File: config.mk
export PLATFORM = sky130hd
export DESIGN_NAME = shape_cfg_scheduler
export DESIGN_NICKNAME = d
export VERILOG_FILES = /design/src/rtl/shape_cfg_scheduler_pkg.sv /design/src/rtl/shape_cfg_scheduler_rr_arbiter.sv /design/src/rtl/shape_cfg_scheduler.sv
export SDC_FILE = /design/constraint.sdc
export NUM_CORES = 1
export LEC_CHECK = 0
export CORE_MARGIN = 5
export CORE_UTILIZATION = 45
export DETAILED_ROUTE_END_ITERATION = 8
export DONT_BUFFER_PORTS = 1
export MAX_ROUTING_LAYER = met4
export RECOVER_POWER = 100
export SLEW_MARGIN = 20
export SYNTH_ARGS = -nofsm -noshare
export SYNTH_HDL_FRONTEND = slang
export SYNTH_SLANG_ARGS = --single-unit
File: constraint.sdc
create_clock -name clk -period 4.09 [get_ports clk]
set_clock_uncertainty 0.1 [all_clocks]
set_input_delay 0.6135 -clock clk [delete_from_list [all_inputs] [get_ports clk]]
set_output_delay 0.6135 -clock clk [all_outputs]
set_load 0.005 [all_outputs]
File: src/rtl/shape_cfg_scheduler_pkg.sv
// Shared types, field positions and legality rules for the shape processor
// configuration path; also used by the bench reference model.
package shape_cfg_pkg;

  typedef logic [1:0] shape_t;
  typedef logic [4:0] operation_t;

  typedef enum logic [1:0] {
    ST_OK       = 2'd0,
    ST_ILLEGAL  = 2'd1,
    ST_MISMATCH = 2'd2,
    ST_PROC_ERR = 2'd3
  } status_e;

  localparam int unsigned SHAPE_LSB = 16;
  localparam int unsigned OP_LSB    = 0;

  function automatic logic is_legal_shape(shape_t s);
    return (s == 2'b01) || (s == 2'b10);
  endfunction

  function automatic logic is_legal_operation(operation_t op);
    logic ok;
    ok = 1'b0;
    case (op[4:3])
      2'b00:   ok = (op[2:0] <= 3'd1);
      2'b01:   ok = (op[2:0] == 3'd0);
      2'b10:   ok = (op[2:0] <= 3'd1);
      default: ok = 1'b0;
    endcase
    return ok;
  endfunction

  function automatic logic is_legal_combination(shape_t s, operation_t op);
    return (op[4:3] == 2'b00) || (op[4:3] == s);
  endfunction

endpackage

File: src/rtl/shape_cfg_scheduler_rr_arbiter.sv
// Round-robin arbiter: grants the lowest requesting index at or after the
// pointer; the pointer moves past the winner when advance is asserted.
module rr_arbiter #(
  parameter int unsigned NUM_REQ = 4
) (
  input  logic                       clk,
  input  logic                       rst,
  input  logic [NUM_REQ-1:0]         req,
  input  logic                       advance,
  output logic [NUM_REQ-1:0]         grant,
  output logic [$clog2(NUM_REQ)-1:0] grant_idx
);

  localparam int unsigned IDX_W = $clog2(NUM_REQ);

  logic [IDX_W-1:0] ptr_q;
  logic             found;
  int unsigned      k;

  always_comb begin
    grant     = '0;
    grant_idx = '0;
    found     = 1'b0;
    k         = 0;
    for (int unsigned i = 0; i < NUM_REQ; i++) begin
      k = 32'(ptr_q) + i;
      if (k >= NUM_REQ) begin
        k = k - NUM_REQ;
      end
      if (!found && req[k]) begin
        found     = 1'b1;
        grant[k]  = 1'b1;
        grant_idx = IDX_W'(k);
      end
    end
  end

  always_ff @(posedge clk or posedge rst) begin
    if (rst) begin
      ptr_q <= '0;
    end else if (advance && found) begin
      ptr_q <= (grant_idx == IDX_W'(NUM_REQ - 1)) ? '0 : grant_idx + 1'b1;
    end
  end

endmodule

File: src/rtl/shape_cfg_scheduler.sv
// Arbitrates requesters onto the shape processor SFR port: legality check,
// write, read-back compare and a one-cycle status response per command.
module shape_cfg_scheduler
  import shape_cfg_pkg::*;
#(
  parameter int unsigned NUM_REQ = 4,
  parameter int unsigned RD_LAT  = 1
) (
  input  logic                    clk,
  input  logic                    rst,
  input  logic [NUM_REQ-1:0]      req_valid,
  input  logic [NUM_REQ-1:0][1:0] req_shape,
  input  logic [NUM_REQ-1:0][4:0] req_op,
  output logic [NUM_REQ-1:0]      req_ready,
  output logic [NUM_REQ-1:0]      rsp_valid,
  output logic [1:0]              rsp_status,
  output logic                    sp_write,
  output logic [31:0]             sp_write_data,
  output logic                    sp_read,
  input  logic [31:0]             sp_read_data,
  input  logic                    sp_error
);

  localparam int unsigned IDX_W = $clog2(NUM_REQ);

  typedef enum logic [2:0] {
    S_IDLE, S_CHECK, S_WRITE, S_READ, S_WAIT_RD, S_COMPARE, S_RESP
  } state_e;

  state_e           state;
  logic [IDX_W-1:0] g_q;
  shape_t           shape_q;
  operation_t       op_q;
  status_e          status_q;
  logic             err_q;
  logic [1:0]       cnt_q;

  logic [NUM_REQ-1:0] gnt;
  logic [IDX_W-1:0]   gnt_idx;
  logic               grant_now;
  logic               legal;
  logic               mismatch;
  logic [NUM_REQ-1:0] rsp_onehot;
  logic [31:0]        wdata;
  logic               unused_rd_bits;

  assign grant_now = (state == S_IDLE) && (|req_valid);

  rr_arbiter #(.NUM_REQ(NUM_REQ)) u_arb (
    .clk       (clk),
    .rst       (rst),
    .req       (req_valid),
    .advance   (grant_now),
    .grant     (gnt),
    .grant_idx (gnt_idx)
  );

  assign legal = is_legal_shape(shape_q) && is_legal_operation(op_q)
              && is_legal_combination(shape_q, op_q);

  assign mismatch = (sp_read_data[SHAPE_LSB +: 2] != shape_q)
                 || (sp_read_data[OP_LSB +: 5] != op_q);

  assign unused_rd_bits = ^{sp_read_data[31:18], sp_read_data[15:5]};

  // Read data is valid RD_LAT cycles after READ, i.e. in COMPARE; WAIT_RD
  // covers the RD_LAT-1 cycles in between and is bypassed when RD_LAT is 1.
  always_ff @(posedge clk or posedge rst) begin
    if (rst) begin
      state    <= S_IDLE;
      g_q      <= '0;
      shape_q  <= '0;
      op_q     <= '0;
      status_q <= ST_OK;
      err_q    <= 1'b0;
      cnt_q    <= '0;
    end else begin
      if (sp_error && (state inside {S_WRITE, S_READ, S_WAIT_RD})) begin
        err_q <= 1'b1;
      end
      case (state)
        S_IDLE: begin
          if (grant_now) begin
            g_q     <= gnt_idx;
            shape_q <= req_shape[gnt_idx];
            op_q    <= req_op[gnt_idx];
            err_q   <= 1'b0;
            state   <= S_CHECK;
          end
        end
        S_CHECK: begin
          if (legal) begin
            state <= S_WRITE;
          end else begin
            status_q <= ST_ILLEGAL;
            state    <= S_RESP;
          end
        end
        S_WRITE: state <= S_READ;
        S_READ: begin
          cnt_q <= 2'(RD_LAT - 1);
          state <= (RD_LAT > 1) ? S_WAIT_RD : S_COMPARE;
        end
        S_WAIT_RD: begin
          cnt_q <= cnt_q - 2'd1;
          if (cnt_q <= 2'd1) begin
            state <= S_COMPARE;
          end
        end
        S_COMPARE: begin
          if (err_q) begin
            status_q <= ST_PROC_ERR;
          end else if (mismatch) begin
            status_q <= ST_MISMATCH;
          end else begin
            status_q <= ST_OK;
          end
          state <= S_RESP;
        end
        S_RESP:  state <= S_IDLE;
        default: state <= S_IDLE;
      endcase
    end
  end

  always_comb begin
    rsp_onehot      = '0;
    rsp_onehot[g_q] = 1'b1;
    wdata                  = '0;
    wdata[SHAPE_LSB +: 2]  = shape_q;
    wdata[OP_LSB +: 5]     = op_q;
  end

  assign req_ready     = (grant_now && !rst) ? gnt : '0;
  assign rsp_valid     = (state == S_RESP) ? rsp_onehot : '0;
  assign rsp_status    = (state == S_RESP) ? status_q : ST_OK;
  assign sp_write      = (state == S_WRITE);
  assign sp_write_data = (state == S_WRITE) ? wdata : '0;
  assign sp_read       = (state == S_READ);

endmodule
# After elaboration in Yosys (flattened, before gate mapping)
# Index checks and enable logic that the tools add are counted.
[op_classes]
n_addsub = 9
n_lt_le_gt_ge = 17
n_eq_ne = 17
muxes = 56
bitwise_logic = 3
reduce_logical = 32
[ops]
columns = ["cell", "n"]
rows = [
  ["$ge A32 B1 Y1 const B", 4],
  ["$lt A32 B3 Y1 const B", 4],
  ["$mux W32", 4],
  ["$ge A32 B3 Y1 const B", 3],
  ["$sub A32 B3 Y32 const B", 3],
  ["$mux W4", 6],
  ["$mux W2", 10],
  ["$mux W18", 1],
  ["$pmux W3 S6", 1],
  ["$mux W1", 16],
  ["$logic_and A1 B1 Y1", 14],
  ["$or A4 B4 Y4", 3],
  ["$bmux W5 S2", 1],
  ["$demux W1 S2", 5],
  ["$eq A3 B3 Y1 const B", 3],
  ["$mux W3", 3],
  ["$bmux W1 S2", 4],
  ["$pmux W2 S2", 2],
  ["$add A2 B2 Y3 const B", 2],
  ["$eq A2 B2 Y1 const B", 3],
  ["$eq A3 B2 Y1 const B", 2],
  ["$logic_not A3 Y1", 2],
  ["$lt A2 B3 Y1 const B", 2],
  ["$reduce_and A2 Y1", 3],
  ["25 further kinds", 33],
]
[totals]
regBits = 19
input_bits = 67
elab_cells = 142

# Logic depth before layout (Yosys ltp)
# Gate-level depths: netlist (run 1).
[logic_depth]
word_depth = 16
mapped_depth = 13
mapped_depth_nobuf = 10

# By module
# A second synthesis (run 1) with hierarchy kept.
[unflattened]
hier_cells = 192
hier_area_um2 = 1971.9
[modules_own_cells]
columns = ["module", "instances", "cells_each", "area_each_um2", "seq_area_each_um2"]
rows = [
  ["shape_cfg_scheduler", 1, 133, 1411.4, 425.4],
  ["rr_arbiter", 1, 59, 560.5, 50.0],
]

# Worst setup path after synthesis (run 1)
# Ideal clock, no wire load.
[synth_timing]
path_type = "register to register"
start = "register u_arb.ptr_q[1]"
end = "register u_arb.ptr_q[0]"
t_arrival_ps = 2756
slack_ps = 1167
path_stages_with_launch = 13
path_buffers = 3
synth_period_minus_slack_ps = 2923
path_cell_list = "dfrtp_1 > inv_1 > ha_1 > clkbuf_1 > mux4_2 > nor2b_4 > or2_4 > a221o_1 > buf_6 > buf_12 > ha_1 > o21ai_0 > a32o_1"
[synth_between]
elab_chain_cells = 16
word_cells_on_any_way = 41
cone_classes = "8 x add/sub; 4 x order compare; 1 x eq/ne; 21 x mux; 7 x reduce/logical"
[synth_rtl]
columns = ["item", "line", "rtl"]
rows = [
  ["start: declaration", "shape_cfg_scheduler_rr_arbiter.sv:16", "logic [IDX_W-1:0] ptr_q;"],
  ["start signal: assignment", "shape_cfg_scheduler_rr_arbiter.sv:42", "ptr_q <= (grant_idx == IDX_W'(NUM_REQ - 1)) ? '0 : grant_idx + 1'b1;"],
  ["parallel branches: the longest is 13 deep, another holds $sub A32 B3 Y32", "n/a", ""],
  ["$mux W2 (*)", "shape_cfg_scheduler_rr_arbiter.sv:30", "if (!found && req[k]) begin"],
  ["net gnt_idx[0]", "shape_cfg_scheduler.sv:39", "logic [IDX_W-1:0] gnt_idx;"],
  ["$add A2 B1 Y2 or $eq A2 B2 Y1 (tied branches)", "shape_cfg_scheduler_rr_arbiter.sv:42", ""],
  ["$mux W2 (*)", "shape_cfg_scheduler_rr_arbiter.sv:42", ""],
]
# Mark *: on every way through the listed nets, which the timed path passes. The select of a mux whose other input is x is not followed.
# A chain may end at the register's enable or synchronous reset.

# Final worst setup path (run 1)
[layout_timing]
start = "register u_arb.ptr_q[1]"
end = "output req_ready[0]"
[layout_between]
elab_chain_cells = 15
word_cells_on_any_way = 60
cone_classes = "7 x add/sub; 12 x order compare; 28 x mux; 3 x bitwise; 10 x reduce/logical"
[layout_rtl]
columns = ["item", "line", "rtl"]
rows = [
  ["parallel branches: the longest is 13 deep, another holds $sub A32 B3 Y32", "n/a", ""],
  ["$mux W4 (*)", "shape_cfg_scheduler_rr_arbiter.sv:30", ""],
  ["$mux W4 (*)", "shape_cfg_scheduler.sv:134", "assign req_ready = (grant_now && !rst) ? gnt : '0;"],
  ["end: declaration", "shape_cfg_scheduler.sv:14", "output logic [NUM_REQ-1:0] req_ready,"],
]
# Every way passes the cells marked *. The select of a mux whose other input is x is not followed.

==> flow_summary.yaml, run 1 <==
run_status:
  status: "finished clean"
synth:
  synth_seq_cells: 19
  ys_seq_area_frac: 0.2495
  muxShareOfSynthArea: 0.1320
  synth-simple-area-share: 0.1904
  ys_types: 41
  yosysWarnings: 0
  synth_edf_count: 0
  synth_fa_ha_area_frac: 0.04596
  avgSynthCellArea_um2: 8.432
  synth_top_family_by_area: "simple AND/OR/NAND/NOR gates"
  yosys.area.top_type: "dfrtp_1"
  syn-instance-count: 226
  synth_xor_area_frac: 0.03217
  synth_common_cells: "31 x nor2_1, 25 x buf_4, 19 x dfrtp_1, 15 x mux2i_1, 14 x a21oi_1"
  mappedNetlistArea_mm2: 0.001906
  synth_area_leaders: "dfrtp_1 25%, buf_4 9.8%, mux2i_1 7.9%"
  synth_compound_area_frac: 0.1832
  synth_most_common_cell: "nor2_1"
  synthArstFlopShare: 1.000
  yosys.area.top_type_share: 0.2495
  synth-main-ff-cell: "dfrtp_1"
die:
  io_pins: 111
  die-area_mm2: 0.005636
  start_util: 0.4696
  rows: 23
  coreArea_mm2: 0.004058
  die_w_um: 75.08
  die_h_um: 75.08
sta:
  rsz0062_at_grt: "false"
  finalHoldViolations: 0
  tightest_slew_ns: 0.7577
  slew_headroom: 0.4902
  fmax_mhz: 297.3
  min_period_ns: 3.363
  fin_crit_sh: 0.8223
  maxSlewViolCount: 0
  finalSetupTns_ns: 0
  setup_violations: 0
grt:
  gr-total-overflow: 0
  grt_pass1_wl_um: 6320
  grt_max_degree: 23
  grt_use_total: 0.1493
  grt_pass1_vias: 1352
  antenna_found_initial: 0
drt:
  drc: 0
  first_pass_iters: 4
  via_per_inst: 5.575
  wl_per_cell_um: 15.55
  drt_iter0_markers: 65
  ant_nets: 0
  vias: 1494
  routed_wl_um: 4168
layout:
  drive_gt1_frac: 0.07798
  nNetsFinal: 293
  fillers: 418
  seq_area_um2: 475.5
  antenna_cells: 0
  syn2layout_area_growth_pct: -3.021
  multi_input_area_mm2: 0.001212
pwr:
  peakVddDrop_v: 0.0002721
  p_per_area_mw_per_mm2: 788.5
  p_sw_mw: 0.6813
  p_seq_frac: 0.283
  comb_power_share: 0.626
  power_leakage_nw: 0.7905
  finalPower_mw: 1.457
  p_sw_frac: 0.4676
  p_int_mw: 0.7758
  clkPwrFrac: 0.091
job:
  cap_viol_max_count: 0
clock_tree:
  h-tree-depth: 1
  cts_sinks: 19
  clock_path_buffers: 2
  numCtsBuffers: 3
  cts_tree: "done"
  hold_buffers: 0
  clk_latency_ns: 0.26
  clk_pin_slew_ns: 0.07
  post_cts_buffers: 0
  clk_root_buffer_cell: "clkbuf_8"
  post_cts_resized: 0
critical_path:
  crit_required_ns: 3.38
  crit_path_start_kind: "register"
  worstSetupPathType: "reg2out"
  cp-end-kind: "output port"
  cp_max_fo: 10
  cp.arrival_ns: 2.65
placed_design:
  place.port_buffers: 0
  dp_hpwl_um: 3151
  place.gp.congestion: 0.7328
worst_hold_path:
  hp-class: "in2async"
[logic make-up after synthesis]
logic type,count (synthesis)
AOI/OAI and AO/OA,52
xor gates and xnor gates,7
adders and majority gates,7
buffers and inverters,47
DFF,19
muxes,21
other,1
and+or+nand+nor,72
[worst paths after layout]
kind / slack [ns] / endpoint / cells after the start / startpoint
hold reg to reg: 0.40 / status_q[1]$_DFFE_PP0P_ / 1 / status_q[1]$_DFFE_PP0P_
setup / recovery: 0.73 / req_ready[0] / 8 / u_arb.ptr_q[1]$_DFFE_PP0P_
max in group asynchronous: 3.15 / op_q[0]$_DFFE_PP0P_ / 1 / rst
min in group clk: 0.40 / status_q[1]$_DFFE_PP0P_ / 1 / status_q[1]$_DFFE_PP0P_
hold / removal: 0.27 / cnt_q[1]$_DFFE_PP0P_ / 1 / rst
setup reg to reg: 0.84 / u_arb.ptr_q[0]$_DFFE_PP0P_ / 10 / u_arb.ptr_q[1]$_DFFE_PP0P_
[registers in the layout, summed over array words and instances (netlist names)]
signal,cells
op_q,5
state,3
cnt_q,2
g_q,2
shape_q,2
status_q,2
u_arb.ptr_q,2
err_q,1
[final cells by class]
type	instances	share of cell area
multi-input combinational	184	0.6561
tap	50	0.03385
inverter	8	0.01625
clock buffer	4	0.02437
timing repair buffer	3	0.01219
sequential	19	0.2573
[layer usage]
metal,GRT usage,share of wire
met2,0.2234,0.47
met3,0.03738,0.082
met1,0.2049,0.44
met5,-,0
met4,0.02964,0.0062
[worst max-delay path, stage by stage (launching register included)]
cell,delay (ns)
dfrtp_1,0.51
inv_1,0.18
ha_1,0.44
nand2b_1,0.19
o21ai_0,0.14
a31oi_1,0.10
o21ai_0,0.48
a221oi_1,0.17
nor2_1,0.17
[power by group through the flow]
stage | sequential, mW | combinational, mW | clock, mW
finish | 0.413 | 0.912 | 0.132
global route | 0.431 | 1.03 | 0.145
CTS | 0.411 | 0.918 | 0.137
detailed placement | 0.414 | 0.913 | 0
global placement | 0.412 | 0.906 | 0
floorplan | 0.361 | 0.876 | 0
[cells in the final DEF (no fill, tap or decap), drive strengths merged]
cell and count:
nor4 6, nor4b 1, xor2 7, o21a 2, a32o 2, a211oi 2
nand4 1, clkbuf 4, nand3b 1, nand3 2, nor2 31, a31o 7
a21oi 14, a221oi 5, a22o 1, buf 3, o21ai 11, mux4 3
nand2b 3, nand2 9, dfrtp 19, and3 1, nor3 1, or2 2
ha 7, and2 9, or3b 1, conb 25, inv 8, mux2 3
mux2i 15, a22oi 5, a221o 1, nor2b 4, a31oi 2
[stage by stage]
step / instances / util / setup WS, ns / hold WS (ns) / cell area [um^2]
floorplan: 250 / - / 1.167 / 0.3577 / 1996
global placement: 264 / 0.4443 / 1.021 / 0.3760 / 1803
detailed placement: 264 / 0.4443 / 1.003 / 0.3857 / 1803
CTS: 268 / 0.4554 / 0.8674 / 0.3055 / 1848
global route: 268 / 0.4554 / 0.5132 / 0.3554 / 1848
finish: 268 / 0.4554 / 0.7267 / 0.2671 / 1848
Power figures use the tool's default switching activity.
==> run 2, diff against run 1 <==
==> constraint.sdc (replaced) <==
create_clock -name clk -period 2.8 [get_ports clk]
set_clock_uncertainty 0.1 [all_clocks]
set_input_delay 0.42 -clock clk [delete_from_list [all_inputs] [get_ports clk]]
set_output_delay 0.42 -clock clk [all_outputs]
set_load 0.005 [all_outputs]
==> run 2 against run 1 <==
Utilization grew 5.4 points. Critical endpoint is now op_q[1]$_DFFE_PP0P_. Combinational power increased by 87%. Global-route usage increased by 0.12 points. Power grew 71%.
==> flow_summary.yaml, run 2 (synthesis gave the netlist of run 1 again) <==
drt:
  highest_layer: "met4"
  wl_met1_um: 1987
  routed_wl_um: 4240
  vias: 1532
  drc: 0
  drt_iter0_markers: 105
  via_per_inst: 5.319
  wl_per_cell_um: 14.72
  ant_nets: 0
  wl_met2_um: 1899
  dr_wl_met3_um: 327
  first_pass_iters: 5
pwr:
  peakVddDrop_v: 0.0005325
  power_leakage_nw: 0.9055
  finalPower_mw: 2.498
  p_per_area_mw_per_mm2: 1209
clock_tree:
  h-tree-depth: 1
  numCtsBuffers: 3
  clk_root_buffer_cell: "clkbuf_8"
  cts_tree: "done"
  clk_pin_slew_ns: 0.07
  clk_latency_ns: 0.26
  cts_sinks: 19
  clock_path_buffers: 2
job:
  cap_viol_max_count: 0
layout:
  instances_no_fill: 288
  final_common_cell: "nor2_1"
  fin_area_mm2: 0.002066
  top_regs: "op_q (5), state (3)"
  syn2layout_area_growth_pct: 8.404
  layout_common_cells: "31 x nor2_1, 25 x conb_1, 19 x dfrtp_1, 19 x buf_4"
  drive_gt1_frac: 0.1849
  nNetsFinal: 313
  antenna_cells: 0
  largest-register: "op_q"
  largest_reg_flops: 5
sta:
  finalHoldViolations: 0
  slew_headroom: 0.6206
  maxSlewViolCount: 0
  tightest_slew_ns: 0.5644
  fin_crit_sh: 0.9707
  fmax_mhz: 367.9
  setup_violations: 0
  min_period_ns: 2.718
critical_path:
  slowest_stage: "dfrtp_1"
  cp.arrival_ns: 2.80
  worstSetupPathType: "reg2reg"
  cp_max_fo: 7
  path_cells: "buf_4 -> inv_4 -> ha_4 -> mux4_2 -> nor2b_4 -> or2_4 -> a221o_1 -> buf_12 -> buf_4 -> mux2i_1 -> a31o_1 -> a21oi_1"
  crit_path_start_kind: "register"
  crit_required_ns: 2.88
  slowest_delay_ns: 0.40
  cp-end-kind: "register"
  path_common_cell: "buf_4"
die:
  rows: 23
  start_util: 0.4696
  die_h_um: 75.08
  die-area_mm2: 0.005636
  coreArea_mm2: 0.004058
  die_w_um: 75.08
  io_pins: 111
run_status:
  status: "finished clean"
worst_hold_path:
  hp-class: "in2reg"
placed_design:
  placed_cells: 275
  placed_cell_area_mm2: 0.001886
  place.port_buffers: 0
  dp_hpwl_um: 3236
  place.gp.congestion: 0.7616
grt:
  grt_pass1_vias: 1358
  grt_use_total: 0.1505
  grt_max_degree: 21
  grt_pass1_wl_um: 6479
  antenna_found_initial: 0
  gr-total-overflow: 0
run 2: layer usage:
metal,vias up,track usage
met5,-,-
met4,0,0.02569
met3,2,0.03471
met2,59,0.2070
met1,698,0.2253
li1,773,-
run 2: final timing paths:
check / startpoint / slack, ns / depth (start not counted) / end
hold / removal: sp_error / 0.22 / 2 / err_q$_DFF_PP0_
max in group asynchronous: rst / 1.86 / 3 / op_q[2]$_DFFE_PP0P_
setup reg to reg: u_arb.ptr_q[0]$_DFFE_PP0P_ / 0.08 / 12 / op_q[1]$_DFFE_PP0P_
hold reg to reg: status_q[1]$_DFFE_PP0P_ / 0.41 / 1 / status_q[1]$_DFFE_PP0P_
setup / recovery: u_arb.ptr_q[0]$_DFFE_PP0P_ / 0.08 / 12 / op_q[1]$_DFFE_PP0P_
min in group asynchronous: rst / 0.53 / 3 / cnt_q[0]$_DFFE_PP0P_
run 2: per-stage QoR:
stage	setup TNS (ns)	setup WS (ns)	utilization	hold WS, ns
2_1_floorplan	0	0.01972	-	0.2794
3_3_place_gp	0	0.1402	0.4647	0.2583
3_5_place_dp	0	0.09976	0.4647	0.2537
4_1_cts	0	0.04711	0.4786	0.2153
5_1_grt	-0.07015	-0.01628	0.5091	0.2236
6_report	0	0.08206	0.5091	0.2186
run 2: power breakdown:
part / internal (mW) / leakage [nW] / switching [mW] / total [mW]
logic: 0.896 / 0.661 / 0.816 / 1.71
clock network: 0.0990 / 0.0255 / 0.0946 / 0.194
registers: 0.416 / 0.219 / 0.176 / 0.592
total: 1.41 / 0.906 / 1.09 / 2.50
run 2: critical path, delay by kind of cell, from the launching register on:
| kind | cells | cell delay (ns) |
|---|---|---|
| flip-flops | 1 | 0.40 |
| buffers and inverters | 4 | 0.50 |
| AND/OR/NAND/NOR | 2 | 0.31 |
| multiplexers | 2 | 0.43 |
| adder cells (fa/ha/maj) | 1 | 0.20 |
| AO/OA/AOI/OAI | 3 | 0.70 |
run 2: cell type report:
cell class                 instances  area [um^2]
timing repair buffer              23        195.2
sequential                        19        475.5
multi-input combinational        184         1254
fill                             411         1992
tap                               50        62.56
clock inverter                     1        5.005
inverter                           8        32.53
clock buffer                       3        41.29
run 2: timing repair:
action	4_1_cts	5_1_grt
hold buffers	1	0
endpoints found under the setup margin	0	9
resized for setup	0	15
setup buffers	0	9
endpoints found under the hold margin	19	0
